## src/rtl/mips_pkg.sv

```systemverilog
// Shared definitions for the MIPS core front end: reset vector, NOP encoding,
// and the {pc, instr} entry carried through the fetch prefetch buffer.
package mips_pkg;

    localparam logic [31:0] NOP_INSTR        = 32'h0000_0000;
    localparam logic [31:0] RESET_PC_DEFAULT = 32'h0000_3000;

    typedef struct packed {
        logic [31:0] pc;
        logic [31:0] instr;
    } fetch_entry_t;

    function automatic logic [31:0] word_align(input logic [31:0] addr);
        return {addr[31:2], 2'b00};
    endfunction

endpackage

```

## src/rtl/fetch_fifo.sv

```systemverilog
// Small prefetch FIFO of {pc, instr} entries with push/pop/flush; flush can
// optionally keep the current head when that head is not popped the same cycle.
module fetch_fifo
    import mips_pkg::*;
#(
    parameter int DEPTH = 2,
    localparam int CNT_W = $clog2(DEPTH + 1),
    localparam int PTR_W = (DEPTH > 1) ? $clog2(DEPTH) : 1
) (
    input  logic               clk_i,
    input  logic               rst_ni,
    input  logic               push_i,
    input  fetch_entry_t       push_entry_i,
    input  logic               pop_i,
    input  logic               flush_i,
    input  logic               keep_head_i,
    output fetch_entry_t       head_o,
    output logic               empty_o,
    output logic [CNT_W-1:0]   count_o
);

    fetch_entry_t       mem_q [DEPTH];
    logic [PTR_W-1:0]   rd_ptr_q, rd_ptr_d;
    logic [PTR_W-1:0]   wr_ptr_q, wr_ptr_d;
    logic [CNT_W-1:0]   count_q, count_d;
    logic               do_push, do_pop;

    function automatic logic [PTR_W-1:0] next_ptr(input logic [PTR_W-1:0] p);
        return (p == PTR_W'(DEPTH - 1)) ? '0 : p + PTR_W'(1);
    endfunction

    assign do_pop  = pop_i && (count_q != '0);
    assign do_push = push_i && !flush_i && ((count_q != CNT_W'(DEPTH)) || do_pop);

    always_comb begin
        rd_ptr_d = rd_ptr_q;
        wr_ptr_d = wr_ptr_q;
        count_d  = count_q;
        if (flush_i) begin
            if (keep_head_i && (count_q != '0) && !do_pop) begin
                wr_ptr_d = next_ptr(rd_ptr_q);
                count_d  = CNT_W'(1);
            end else begin
                rd_ptr_d = wr_ptr_q;
                count_d  = '0;
            end
        end else begin
            if (do_pop) begin
                rd_ptr_d = next_ptr(rd_ptr_q);
            end
            if (do_push) begin
                wr_ptr_d = next_ptr(wr_ptr_q);
            end
            count_d = count_q + CNT_W'(do_push) - CNT_W'(do_pop);
        end
    end

    always_ff @(posedge clk_i or negedge rst_ni) begin
        if (!rst_ni) begin
            rd_ptr_q <= '0;
            wr_ptr_q <= '0;
            count_q  <= '0;
        end else begin
            rd_ptr_q <= rd_ptr_d;
            wr_ptr_q <= wr_ptr_d;
            count_q  <= count_d;
        end
    end

    // Storage needs no reset; validity is tracked by the pointers and count.
    always_ff @(posedge clk_i) begin
        if (do_push) begin
            mem_q[wr_ptr_q] <= push_entry_i;
        end
    end

    assign head_o  = mem_q[rd_ptr_q];
    assign empty_o = (count_q == '0);
    assign count_o = count_q;

endmodule

```

## src/rtl/fetch_stage.sv

```systemverilog
// MIPS instruction-fetch stage: PC, in-order imem requests, prefetch FIFO, IF/ID register.
// Define FETCH_DELAY_SLOT_EN to retain the next in-order instruction as a branch delay slot.
module fetch_stage
    import mips_pkg::*;
#(
    parameter logic [31:0] RESET_PC   = RESET_PC_DEFAULT,
    parameter int          FIFO_DEPTH = 2
) (
    input  logic        clk,
    input  logic        reset,
    output logic        imem_req_valid,
    output logic [31:0] imem_req_addr,
    input  logic        imem_req_ready,
    input  logic        imem_rsp_valid,
    input  logic [31:0] imem_rsp_data,
    input  logic        stall_d,
    input  logic        redirect,
    input  logic [31:0] redirect_pc,
    output logic [31:0] instr_d,
    output logic [31:0] pc_d,
    output logic        valid_d
);

    localparam int             CNT_W = $clog2(FIFO_DEPTH + 1);
    localparam logic [CNT_W:0] CAP   = (CNT_W + 1)'(FIFO_DEPTH);

    logic [31:0]      fetch_pc_q, fetch_pc_d;
    logic [31:0]      rsp_pc_q, rsp_pc_d;
    logic [CNT_W-1:0] outst_q, outst_d;
    logic [CNT_W-1:0] discard_q, discard_d;
    logic [31:0]      if_instr_q, if_instr_d;
    logic [31:0]      if_pc_q, if_pc_d;
    logic             if_valid_q, if_valid_d;

    fetch_entry_t     fifo_head, rsp_entry;
    logic             fifo_empty, fifo_push, fifo_pop, fifo_keep;
    logic [CNT_W-1:0] fifo_count;
    logic             req_fire, rsp_keep, rsp_drop, load_if, redirect_act, bypass;
    logic [31:0]      target;

    assign imem_req_valid = reset && (({1'b0, outst_q} + {1'b0, fifo_count}) < CAP);
    assign imem_req_addr  = fetch_pc_q;

    assign req_fire     = imem_req_valid && imem_req_ready;
    assign rsp_keep     = imem_rsp_valid && (discard_q == '0);
    assign rsp_drop     = imem_rsp_valid && (discard_q != '0);
    assign load_if      = !stall_d;
    assign redirect_act = redirect && !stall_d;
    assign target       = word_align(redirect_pc);
    assign fifo_pop     = load_if && !fifo_empty;
    assign bypass       = load_if && fifo_empty && rsp_keep;
    assign fifo_push    = rsp_keep && !bypass && !redirect_act;
    assign rsp_entry    = '{pc: rsp_pc_q, instr: imem_rsp_data};
    assign outst_d      = outst_q + CNT_W'(req_fire) - CNT_W'(imem_rsp_valid);

`ifdef FETCH_DELAY_SLOT_EN
    // A pending slot is a retained word still in flight (or not yet requested);
    // once it lands, the response PC jumps to the saved target and the tail is dropped.
    logic             slot_pend_q, slot_pend_d;
    logic             slot_req_q, slot_req_d;
    logic [CNT_W-1:0] slot_tail_q, slot_tail_d;
    logic [31:0]      slot_tgt_q, slot_tgt_d;

    assign fifo_keep = 1'b1;
`else
    assign fifo_keep = 1'b0;
`endif

    always_comb begin
        fetch_pc_d = req_fire ? fetch_pc_q + 32'd4 : fetch_pc_q;
        rsp_pc_d   = rsp_keep ? rsp_pc_q + 32'd4 : rsp_pc_q;
        discard_d  = rsp_drop ? discard_q - CNT_W'(1) : discard_q;
        if_instr_d = if_instr_q;
        if_pc_d    = if_pc_q;
        if_valid_d = if_valid_q;

        if (load_if) begin
            if (!fifo_empty) begin
                if_instr_d = fifo_head.instr;
                if_pc_d    = fifo_head.pc;
                if_valid_d = 1'b1;
            end else if (rsp_keep) begin
                if_instr_d = imem_rsp_data;
                if_pc_d    = rsp_pc_q;
                if_valid_d = 1'b1;
            end else begin
                if_instr_d = NOP_INSTR;
                if_valid_d = 1'b0;
            end
        end

`ifdef FETCH_DELAY_SLOT_EN
        slot_pend_d = slot_pend_q;
        slot_req_d  = slot_req_q;
        slot_tail_d = slot_tail_q;
        slot_tgt_d  = slot_tgt_q;

        if (req_fire && slot_req_q) begin
            fetch_pc_d = slot_tgt_q;
            slot_req_d = 1'b0;
        end
        if (rsp_keep && slot_pend_q) begin
            rsp_pc_d    = slot_tgt_q;
            discard_d   = slot_tail_q;
            slot_pend_d = 1'b0;
        end

        if (redirect_act) begin
            if (!fifo_empty || rsp_keep) begin
                // Slot word goes straight into IF/ID this cycle.
                fetch_pc_d  = target;
                rsp_pc_d    = target;
                discard_d   = outst_d;
                slot_pend_d = 1'b0;
                slot_req_d  = 1'b0;
            end else begin
                slot_pend_d = 1'b1;
                slot_tgt_d  = target;
                if (outst_d != discard_d) begin
                    fetch_pc_d  = target;
                    slot_tail_d = outst_d - discard_d - CNT_W'(1);
                    slot_req_d  = 1'b0;
                end else begin
                    fetch_pc_d  = fetch_pc_q;
                    slot_tail_d = '0;
                    slot_req_d  = 1'b1;
                end
            end
        end
`else
        if (redirect_act) begin
            fetch_pc_d = target;
            rsp_pc_d   = target;
            discard_d  = outst_d;
            if_instr_d = NOP_INSTR;
            if_pc_d    = if_pc_q;
            if_valid_d = 1'b0;
        end
`endif
    end

    always_ff @(posedge clk or negedge reset) begin
        if (!reset) begin
            fetch_pc_q <= RESET_PC;
            rsp_pc_q   <= RESET_PC;
            outst_q    <= '0;
            discard_q  <= '0;
            if_instr_q <= NOP_INSTR;
            if_pc_q    <= RESET_PC;
            if_valid_q <= 1'b0;
        end else begin
            fetch_pc_q <= fetch_pc_d;
            rsp_pc_q   <= rsp_pc_d;
            outst_q    <= outst_d;
            discard_q  <= discard_d;
            if_instr_q <= if_instr_d;
            if_pc_q    <= if_pc_d;
            if_valid_q <= if_valid_d;
        end
    end

`ifdef FETCH_DELAY_SLOT_EN
    always_ff @(posedge clk or negedge reset) begin
        if (!reset) begin
            slot_pend_q <= 1'b0;
            slot_req_q  <= 1'b0;
            slot_tail_q <= '0;
            slot_tgt_q  <= RESET_PC;
        end else begin
            slot_pend_q <= slot_pend_d;
            slot_req_q  <= slot_req_d;
            slot_tail_q <= slot_tail_d;
            slot_tgt_q  <= slot_tgt_d;
        end
    end
`endif

    fetch_fifo #(
        .DEPTH (FIFO_DEPTH)
    ) u_fifo (
        .clk_i        (clk),
        .rst_ni       (reset),
        .push_i       (fifo_push),
        .push_entry_i (rsp_entry),
        .pop_i        (fifo_pop),
        .flush_i      (redirect_act),
        .keep_head_i  (fifo_keep),
        .head_o       (fifo_head),
        .empty_o      (fifo_empty),
        .count_o      (fifo_count)
    );

    assign instr_d = if_instr_q;
    assign pc_d    = if_pc_q;
    assign valid_d = if_valid_q;

endmodule
```

## config.mk

```make
export PLATFORM = sky130hd
export DESIGN_NAME = fetch_stage
export DESIGN_NICKNAME = d
export VERILOG_FILES = /design/src/rtl/mips_pkg.sv /design/src/rtl/fetch_fifo.sv /design/src/rtl/fetch_stage.sv
export SDC_FILE = /design/constraint.sdc
export NUM_CORES = 1
export LEC_CHECK = 0
export CAP_MARGIN = 20
export CORE_ASPECT_RATIO = 0.75
export CORE_MARGIN = 5
export CORE_UTILIZATION = 40
export DETAILED_ROUTE_END_ITERATION = 8
export HOLD_SLACK_MARGIN = 0.05
export REMOVE_ABC_BUFFERS = 1
export SKIP_LAST_GASP = 1
export SLEW_MARGIN = 15
export SYNTH_ARGS = -nofsm -noshare
export SYNTH_HDL_FRONTEND = slang
export SYNTH_SLANG_ARGS = --single-unit
```

## constraint.sdc

```tcl
create_clock -name clk -period 4.7 [get_ports clk]
set_input_delay 0.94 -clock clk [delete_from_list [all_inputs] [get_ports clk]]
set_output_delay 0.94 -clock clk [all_outputs]
set_load 0.01 [all_outputs]
```

==> results of run 1 <==
## synthesized netlist by cell type (all sizes together), types with 14 or more instances
| master | number | share of area, % |
|---|---|---|
| a21oi | 55 | 2.5 |
| o31ai | 20 | 1.3 |
| xnor2 | 15 | 1.2 |
| nand3 | 22 | 0.98 |
| o21ai | 39 | 1.7 |
| a22o | 32 | 2.5 |
| edfxtp | 124 | 33 |
| nand4 | 23 | 1.3 |
| buf | 21 | 0.89 |
| inv | 14 | 0.47 |
| nor2 | 83 | 2.8 |
| mux2i | 64 | 5.7 |
| dfrtp | 125 | 28 |
| clkbuf | 40 | 1.3 |
| or4 | 25 | 1.7 |
| a31oi | 23 | 1.3 |
| o2bb2ai | 33 | 2.6 |
| xor2 | 14 | 1.1 |
| nand2 | 60 | 2.0 |
## worst min path at each step
stage	to	depth (start not counted)	startpoint
floorplan	u_fifo.wr_ptr_q	1	u_fifo.wr_ptr_q
finish	pc_d[13]	2	pc_d[13]
CTS	pc_d[13]	2	pc_d[13]
global placement	pc_d[14]	2	pc_d[14]
detailed placement	pc_d[20]	2	pc_d[20]
global route	pc_d[13]	2	pc_d[13]
## tightest hold or removal path, cell delays in order, from the launching register on
cell and delay [ps]:
dfstp_2 370, nand2_1 40, o21ai_0 60
## power groups by stage
stage	logic [mW]	registers [mW]	clock network [mW]
3_3_place_gp	2.24	3.28	0
6_report	2.24	3.25	1.99
3_5_place_dp	2.26	3.29	0
2_1_floorplan	1.20	3.32	0
5_1_grt	2.48	3.32	2.15
4_1_cts	2.27	3.25	2.05
## cell type report
| class | count | area [µm²] |
|---|---|---|
| clock inverters | 11 | 77.6 |
| flip-flops and latches | 255 | 7010 |
| multi-input cells | 605 | 3960 |
| clock buffers | 37 | 743 |
| well taps | 357 | 447 |
| repair buffers | 173 | 1700 |
| inverters | 14 | 52.6 |
| fillers | 2475 | 13900 |
## logic make-up (layout without fill, tap and decap cells)
| logic type | after synthesis | count (layout) | share of synthesized area [%] |
|---|---|---|---|
| simple gates | 279 | 279 | 12.6 |
| flops | 255 | 255 | 62.5 |
| compound gates | 221 | 221 | 13.2 |
| buf+inv | 75 | 235 | 2.70 |
| mux | 64 | 64 | 5.71 |
| xor+xnor | 29 | 29 | 2.26 |
| fa+ha+maj | 8 | 8 | 0.959 |
| other cells | 1 | 4 | 0.0334 |
## metrics by stage
stage,cells,TNS (ps),instance area [µm²],hold slack (ps)
CTS,1452,0,14000,481
floorplan,874,-9790,11000,480
detailed placement,1404,0,13200,471
finish,1452,0,14000,477
global placement,1404,0,13200,463
global route,1452,0,14000,497
## routing by layer
layer,vias to the layer above,global-route usage (%)
met1,3964,27.6
met5,-,0
met3,32,3.38
li1,3813,-
met4,0,3.18
met2,218,26.7
## registers in the layout, indices dropped and copies added, names as in the netlist
name	cells
u_fifo.count_o	2
u_fifo.wr_ptr_q	1
imem_req_addr	30
rsp_pc_q	30
outst_q	2
instr_d	32
u_fifo.rd_ptr_q	1
discard_q	2
pc_d	30
u_fifo.mem_q	124
valid_d	1
==> metrics.txt, run 1 <==
status finished, final reports clean; Routed WL per cell just under 20 µm; Final setup viols 0; switching share of power 32.5%; Arrival @ worst endpoint 2780 ps; IO buf count 161; DR iter-0 viols 574; Worst path depth 5; setup ws final roughly 980 ps; final number of hold-violating endpoints 0; RSZ-0062 raised after global routing false; WL met1 approximately 14 mm; CP startpoint kind flop; gpl congestion 0.813; WS Path Type flop to output port; layout cells sized above 1 6.58%; CTS max path bufs 3; Ys Warns 0; number of synthesized register bits 255; Top delay family on crit path buffers and inverters; most common cell after layout, fill and taps aside clkdlybuf4s50_1; utilization after layout 50.2%; max-slew violations 0; reg2reg start discard_q[0]; distinct cell type count after synthesis 46; Die Y 155 µm; combinational fraction of design power 29.9%; Critical Path Source u_fifo.count_o[0]; Max Used Layer met4; via count around 8000; Skew-Pair Late Insertion Delay ~530 ps; Hold Path Class flop to flop; crit path capture imem_req_valid; met2 wire length around 12 mm; row cnt 53; Async S/R FF share, synth between 50% and 60%; total power 7.48 mW; reg2reg end u_fifo.mem_q[0][49]; CP Max Fanout 6; Sequential Power Share 43.4%; Reg clk slew, reported paths approximately 60 ps; remaining global-route overflow 0; Total Wirelength about 29 mm; Via density 5.53; pre-CTS WS 777 ps; Die X between 200 and 250 µm; Worst Path Required approximately 3800 ps; Synth Flop Type dfrtp_1; vias in the first global route 7785; CP bufs+invs 2; Cell Area, Synth between 0.01 and 0.015 mm²; Pint 5.05 mW; CTS root buf clkbuf_16; antenna cell count 0; initial antenna violation count 0; period utilization between 70 and 80%; max cap viols 0; Setup Skew roughly 13 ps; clock group share of total power 26.7%; CP Capture Type output port; TritonCTS clock tree yes; CTS HTree Levels 1; GRT Overall Usage 17.9%; VDD IR-drop max 291 µV; I/O pins approximately 170; Detail Route Antenna Nets 0; fmax 0.269 GHz; most frequent cells in the layout clkdlybuf4s50_1 (159), dfrtp_1 (124), edfxtp_1 (124); EDFF count, synth 124; NetSw 2.43 mW; Synth Area per Inst approximately 12 µm²; Max stage delay on crit path around 580 ps; Syn Inst Count 932; cts hold-fix bufs 0; worst-case reg-to-reg path depth 6; Slowest-stage cell, CP clkdlybuf4s50_1; # DRC 0; P per Cell Area 534 mW/mm²; Worst-Margin Slew 1040 ps; synth-to-layout area growth 24.7%; Lkg Pwr 5.22 nW; crit-path cells and2_1 -> fa_1 -> or3b_4 -> inv_2 -> clkdlybuf4s50_1; core box area around 0.028 mm²; sequential area share after synthesis 62.5%; starting density of the core 40.3%; clk sinks about 260; first-pass GRT wire length 45.1 mm; wire length on met3 1.55 mm; post-cts sizing count 0; pin count of the biggest net entering global routing 71; final worst path period need 3720 ps; TritonRoute pass-1 iters 5; Reg2Reg Setup Slack 1700 ps; DP Wirelength 18.4 mm; CTS Buf Count 26; Slew headroom 30.5%; post-CTS setup buffer count 0; nets@finish approximately 1200; Die ar. ~0.032 mm²
Power figures use the tool's default switching activity.
==> run 2: changes to the inputs <==
- clock period: 4.7 -> 3.8 ns (I/O delays scaled with it)
==> metrics.txt, run 2 (synthesized netlist as in run 1, its figures left out) <==
nets@finish 1161 (was 1153); CTS Buf Count 27 (was 26); Cell Area, Placed 0.0133 mm² (was 0.0132 mm²); Hold Path Class input port to asynchronous set/reset pin (was flop to flop); NetSw 3.05 mW (was 2.43 mW); clock group share of total power 28.4% (was 26.7%); remaining global-route overflow 0 (unchanged); IO buf count 161 (unchanged); final number of hold-violating endpoints 0 (unchanged); WS Path Type flop to output port (unchanged); Top reg by flops u_fifo.mem_q (unchanged); Total Wirelength 29.2 mm (was 28.6 mm); Reg clk slew, reported paths 60 ps (about the same); switching share of power 32.0% (was 32.5%); gpl congestion 0.782 (was 0.813); TritonCTS clock tree yes (unchanged); layout cells sized above 1 7.80% (was 6.58%); initial antenna violation count 0 (unchanged); Worst-Margin Slew 931 ps (was 1040 ps); cts hold-fix bufs 0 (unchanged); max cap viols 0 (unchanged); antenna cell count 0 (unchanged); final worst path period need 3550 ps; via count 8059 (was 8027); most common cell after layout, fill and taps aside clkdlybuf4s50_1 (unchanged); GRT Overall Usage 18.1% (was 17.9%); CP startpoint kind flop (unchanged); fmax 0.282 GHz; CP Max Fanout 6 (unchanged); max FFs per register 124 (unchanged); Pint 6.50 mW (was 5.05 mW); Routed WL per cell 20.0 µm (was 19.7 µm); pin count of the biggest net entering global routing 68 (was 71); pre-CTS WS 673 ps (was 777 ps); DP Wirelength 19.0 mm (was 18.4 mm); Sequential Power Share 41.9% (was 43.4%); # DRC 0 (unchanged); combinational fraction of design power 29.7% (was 29.9%); RSZ-0062 raised after global routing false (unchanged); clk sinks 255 (unchanged); CTS root buf clkbuf_16 (unchanged); starting density of the core 40.3% (unchanged); I/O pins 168 (unchanged); Worst Path Required 3040 ps (was 3760 ps); DR iter-0 viols 412 (was 574); row cnt 53 (unchanged); max-slew violations 0 (unchanged); Die Y 155 µm (unchanged); Die X 203 µm (unchanged); Final setup viols 0 (unchanged); Lkg Pwr 5.33 nW (was 5.22 nW); synth-to-layout area growth 26.5% (was 24.7%); vias in the first global route 7874 (was 7785); Slew headroom 37.8% (was 30.5%); Arrival @ worst endpoint 2790 ps (was 2780 ps); CP Capture Type output port (unchanged); Fin Hold WS 326 ps (was 477 ps); post-CTS setup buffer count 0 (unchanged); status finished, final reports clean (unchanged); CTS HTree Levels 1 (unchanged); setup ws final 252 ps (was 982 ps); Detail Route Antenna Nets 0 (unchanged); TritonRoute pass-1 iters 4 (was 5); VDD IR-drop max 432 µV (was 291 µV); Via density 5.52 (was 5.53); most frequent cells in the layout clkdlybuf4s50_1 (159), dfrtp_1 (124), edfxtp_1 (124) (unchanged); period utilization 93.4%; final instance area 0.0142 mm² (was 0.0140 mm²); post-cts sizing count 0 (unchanged); core box area 0.0279 mm² (unchanged); Setup Skew 11.6 ps (was 13.4 ps); Skew-Pair Late Insertion Delay 530 ps (about the same); first-pass GRT wire length 45.6 mm (was 45.1 mm); Die ar. 0.0315 mm² (unchanged); P per Cell Area 673 mW/mm² (was 534 mW/mm²); CTS max path bufs 3 (unchanged)
[run 2: power by group through the flow]
stage / combinational [mW] / sequential (mW) / clock, mW
after floorplan: 1.48 / 4.10 / 0
after global placement: 2.81 / 4.04 / 0
after detailed placement: 2.86 / 4.05 / 0
after CTS: 2.87 / 4.00 / 2.78
after global routing: 3.14 / 4.08 / 2.90
final: 2.84 / 4.00 / 2.71
[run 2: layout make-up]
cell class,instances,area [µm²]
fillers,2518,13700
flip-flops and latches,255,7010
multi-input cells,605,3960
repair buffers,180,1800
clock buffers,39,792
well taps,357,447
clock inverters,10,129
inverters,14,52.6
[run 2: worst paths after layout]
kind / from / end / slack [ps] / depth (start not counted)
setup / recovery: u_fifo.count_o[0] / imem_req_valid / 250 / 5
hold / removal: reset / imem_req_addr[20] / 330 / 2
setup reg to reg: u_fifo.count_o[0] / imem_req_addr[26] / 980 / 7
hold reg to reg: pc_d[14] / pc_d[14] / 480 / 2
max in group asynchronous: reset / pc_d[8] / 2160 / 3
min in group clk: pc_d[14] / pc_d[14] / 480 / 2
[run 2: metal layers]
metal  up-vias  global-route usage, %  share of wire, %
li1       3821                      -                 -
met1      4007                   27.7                50
met2       198                   27.1                43
met3        33                   3.35               5.0
met4         0                   3.72               1.6
met5         -                      0                 0
[run 2: stage by stage]
stage | util, % | cells | TNS [ps] | power (mW)
floorplan | - | 874 | -84250 | 5.59
global placement | 47.6 | 1410 | 0 | 6.85
detailed placement | 47.6 | 1410 | 0 | 6.91
CTS | 50.9 | 1459 | 0 | 9.65
global route | 51.0 | 1460 | 0 | 10.1
finish | 51.0 | 1460 | 0 | 9.55
[run 2: critical path, stage by stage, from the launching register on]
cell             delay [ps]
dfrtp_1                 460
and2_1                  200
fa_1                    450
or3b_4                  450
inv_2                   120
clkdlybuf4s50_1         580
